`src/rtl/_demux8.sv`:
```
// Registered 1-to-8 valid/ready stream demultiplexer with eight single-entry holding registers.
// Optional accept counter enabled by defining DEMUX8_STATS_EN.
module _demux8 #(
  parameter int n = 32
) (
  input  logic         clk,
  input  logic         rst_n,
  input  logic         in_valid,
  output logic         in_ready,
  input  logic [2:0]   sel,
  input  logic [n-1:0] in_data,
  output logic [7:0]   out_valid,
  input  logic [7:0]   out_ready,
  output logic [n-1:0] out0,
  output logic [n-1:0] out1,
  output logic [n-1:0] out2,
  output logic [n-1:0] out3,
  output logic [n-1:0] out4,
  output logic [n-1:0] out5,
  output logic [n-1:0] out6,
  output logic [n-1:0] out7
`ifdef DEMUX8_STATS_EN
  ,
  output logic [15:0]  accept_count
`endif
);

  logic [7:0]   vld_p0;
  logic [n-1:0] dat_p0 [8];
  logic         accept;

  // A channel can take a word when empty or when its current word leaves this cycle.
  assign in_ready = rst_n & (~vld_p0[sel] | out_ready[sel]);
  assign accept   = in_valid & in_ready;

  // ---- stage p0: per-channel holding registers ----
  always_ff @(posedge clk or negedge rst_n) begin
    if (!rst_n) begin
      vld_p0 <= '0;
      for (int k = 0; k < 8; k++) begin
        dat_p0[k] <= '0;
      end
    end else begin
      for (int k = 0; k < 8; k++) begin
        if (accept && (sel == 3'(k))) begin
          vld_p0[k] <= 1'b1;
          dat_p0[k] <= in_data;
        end else if (out_ready[k]) begin
          vld_p0[k] <= 1'b0;
        end
      end
    end
  end

`ifdef DEMUX8_STATS_EN
  always_ff @(posedge clk or negedge rst_n) begin
    if (!rst_n) begin
      accept_count <= 16'd0;
    end else if (accept) begin
      accept_count <= accept_count + 16'd1;
    end
  end
`endif

  assign out_valid = vld_p0;
  assign out0      = dat_p0[0];
  assign out1      = dat_p0[1];
  assign out2      = dat_p0[2];
  assign out3      = dat_p0[3];
  assign out4      = dat_p0[4];
  assign out5      = dat_p0[5];
  assign out6      = dat_p0[6];
  assign out7      = dat_p0[7];

endmodule

```
`config.mk`:
```
export PLATFORM = sky130hd
export DESIGN_NAME = _demux8
export DESIGN_NICKNAME = d
export VERILOG_FILES = /design/src/rtl/_demux8.sv
export SDC_FILE = /design/constraint.sdc
export NUM_CORES = 1
export LEC_CHECK = 0
export CORE_UTILIZATION = 40
export DETAILED_ROUTE_END_ITERATION = 8
export PLACE_DENSITY = 0.7
export SLEW_MARGIN = 20
export SYNTH_ARGS = -nofsm -noshare
export SYNTH_HDL_FRONTEND = slang
export SYNTH_SLANG_ARGS = --single-unit
```
`constraint.sdc`:
```
create_clock -name clk -period 2.05 [get_ports clk]
set_clock_uncertainty 0.2 [all_clocks]
set_input_delay 0.3075 -clock clk [delete_from_list [all_inputs] [get_ports clk]]
set_output_delay 0.3075 -clock clk [all_outputs]
set_load 0.02 [all_outputs]
```
==> impl_metrics.py, run 1 <==
metrics = {
    "sta": {
        "finalCritPeriodShare_pct": 113,
        "setup_tns_ns": -0.260,
        "tightest_slew_ns": 0.889,
        "setup-violations-final": 1,
        "layout_min_cycle_time_ns": 2.31,
        "rsz0062_at_grt": "true",
        "fin_ws_ns": -0.260,
        "max_freq_ghz": 0.433,
        "hold_viol": 0,
        "drv_slew": 0,
        "slew_headroom_pct": 40.8,
    },
    "power_and_ir_drop": {
        "cellLeakagePower_nw": 8.22,
        "ir_drop_uv": 804,
        "power_density_nw_per_um2": 1180,
        "power_mw": 18.0,
    },
    "finish": {
        "antenna_cells": 0,
        "final_nets": 990,
        "final_cells": 1292,
        "layout-drive-gt1-share_pct": 37.1,
        "syn2layout_area_growth_pct": 51.6,
    },
    "synth": {
        "synth_edf_count": 0,
        "async_reset_ff_share_pct": 100,
        "synth_area_per_cell_um2": 17.2,
        "synth_area_leader_cell": "dfrtp_1",
        "syn-num-nets": 635,
        "ys_seq_elements": 264,
        "synth_cells": 589,
        "synth_top_cells_by_area": "dfrtp_1, mux2_2, mux2_4, buf_2, mux2_1",
        "synth_area_um2": 10100,
        "yosysWarningCount": 0,
        "yosys.area.top_type_share_pct": 65.3,
        "synth_cell_types": 29,
        "ys_seq_area_share_pct": 65.3,
        "synth_flop_cell": "dfrtp_1",
    },
    "drt": {
        "dr.pass1.iters": 4,
        "viasPerCell": 4.95,
        "ant_nets": 0,
        "drc": 0,
        "drt_iter0_markers": 244,
        "vias": 6391,
        "routedWlPerCell_um": 21.2,
        "wirelength_mm": 27.4,
    },
    "setup_path": {
        "path_class": "flop to output pin",
        "rr_startpoint": "out_valid[0]$_DFFE_PN0P_",
        "critPathLaunch": "out_valid[0]$_DFFE_PN0P_",
        "critPathCaptureType": "output pin",
        "crit_fanout": 2,
        "arrival_ns": 1.80,
        "cp.required_ns": 1.54,
        "crit_path_start_kind": "flop",
    },
    "status": {
        "failed_checks": "setup timing",
        "status": "finished, violations left",
    },
    "global_routing": {
        "grt_usage_pct": 21.2,
        "gr-usage-met3_pct": 6.88,
        "grt_overflow": 0,
        "grt_most_used_layer": "met2",
        "use_met1_pct": 27.6,
        "first_global_vias": 6913,
        "grt_start_max_net_pins": 122,
        "gr-usage-met2_pct": 34.4,
        "grt_antenna_before_repair": 0,
        "grt_pass1_wl_mm": 42.5,
    },
    "hold_path": {
        "hold_path_class": "input pin to flop",
        "hold_path.startpoint": "rst_n",
    },
    "clock_tree": {
        "cts_tree": "built",
        "clkTransAtPathRegs_ns": 0.06,
        "cts.htree.levels": 1,
        "cts_root_buf": "clkbuf_16",
        "clock_path_buffers": 3,
        "numCtsBuffers": 30,
        "clock_latency_ns": 0.54,
        "cts.sinks": 264,
    },
    "floorplanning": {
        "ioPinCount": 311,
        "row_count": 57,
        "die_w_um": 161,
        "fp.dieH_um": 161,
        "start_util_pct": 41.1,
        "die_area_um2": 25900,
        "core_um2": 24600,
    },
    "flow_run": {
        "max_cap_violations": 0,
    },
    "placement": {
        "dp_hpwl_mm": 18.2,
        "portBuffers": 310,
        "place_inst": 1232,
        "place.gp.congestion": 0.787,
    },
}
state kept, by name (all words and copies together) (netlist names):
register,count
out2,32
out4,32
out7,32
out_valid,8
out6,32
out1,32
out0,32
out3,32
out5,32
layout make-up:
type	count	area, um2
clock buffer	47	936
clock inverter	9	124
fill	1907	9250
inverter	1	3.75
multi-input combinational	297	3410
sequential	264	6610
tap	324	405
timing repair buffer	350	3870
cell usage in the layout (no fill, tap or decap), drive strengths merged, types with 5 or more instances in the layout:
| master | count |
|---|---|
| clkbuf | 48 |
| dfrtp | 264 |
| or2 | 5 |
| nor2b | 6 |
| nand2b | 5 |
| dlymetal6s2s | 132 |
| buf | 40 |
| mux2 | 256 |
| clkinv | 5 |
| dlygate4sd2 | 56 |
| clkdlybuf4s50 | 120 |
power breakdown:
| group | switching, mW | internal, mW |
|---|---|---|
| combinational | 2.73 | 2.76 |
| sequential | 0.591 | 6.40 |
| clock | 2.06 | 3.49 |
| total | 5.39 | 12.7 |
per-stage QoR:
| step | instance area [um2] | utilization, % | hold WS (ns) | setup slack, ns |
|---|---|---|---|---|
| finish | 15400 | 62.4 | 0.0762 | -0.260 |
| detailed placement | 13900 | 56.6 | 0.132 | -0.611 |
| global route | 15400 | 62.4 | 0.0577 | -0.322 |
| CTS | 14900 | 60.7 | 0.0538 | -0.275 |
| floorplan | 10100 | - | -0.188 | 0.0832 |
| global placement | 13900 | 56.6 | 0.133 | -0.623 |
per-layer routing:
layer	wire length (um)	share of wire, %
met1	11600	42
met2	13100	48
met3	2270	8.3
met4	474	1.7
met5	0	0
cells by family after synthesis:
group	after synthesis	share of synthesized area, %
DFF	264	65.3
muxes	256	29.6
and+or+nand+nor	34	3.02
buffers and inverters	28	1.71
AOI/OAI and AO/OA	7	0.470
critical path: stages (launching register included):
cell and delay (ns):
dfrtp_1 0.36, or3b_4 0.37, a21o_1 0.16, a32o_2 0.25
buf_6 0.13
Yosys cell counts (2+ instances only):
| library cell | count |
|---|---|
| buf_2 | 21 |
| buf_6 | 5 |
| dfrtp_1 | 264 |
| mux2_1 | 8 |
| mux2_2 | 219 |
| mux2_4 | 29 |
| nand2_1 | 2 |
| nand2b_1 | 3 |
| nand2b_4 | 2 |
| nand3b_1 | 2 |
| nor2b_1 | 6 |
| nor3_2 | 2 |
| nor3b_2 | 2 |
| nor4_4 | 3 |
| o21ai_0 | 3 |
| or2_2 | 5 |
final timing paths:
check                      cells past startpoint                  endpoint  slack [ns]
setup / recovery                               4                  in_ready       -0.26
hold / removal                                 3  out_valid[3]$_DFFE_PN0P_        0.08
setup reg to reg                               5      out0[13]$_DFFE_PN0P_        0.01
hold reg to reg                                1      out4[26]$_DFFE_PN0P_        0.27
max in group asynchronous                      4      out0[11]$_DFFE_PN0P_        0.43
min in group asynchronous                      3      out7[27]$_DFFE_PN0P_        0.23
timing repair:
action                                  CTS  global route
cloned                                    0             1
hold endpoints to repair                250             0
setup buffers                             0             2
hold buffers                              1             0
gates resized for setup                  66           143
pin swaps                                 2             1
endpoints found under the setup margin   67           184
Power figures use the tool's default switching activity.
==> run 2: changes to the inputs <==
--- a/config.mk
+++ b/config.mk
@@ -5,6 +5,7 @@
 export SDC_FILE = /design/constraint.sdc
 export NUM_CORES = 1
 export LEC_CHECK = 0
+export CAP_MARGIN = 15
 export CORE_UTILIZATION = 40
 export DETAILED_ROUTE_END_ITERATION = 8
 export PLACE_DENSITY = 0.7
==> results of run 2 <==
No change in the layout: final DEF, timing and power equal those of run 1.
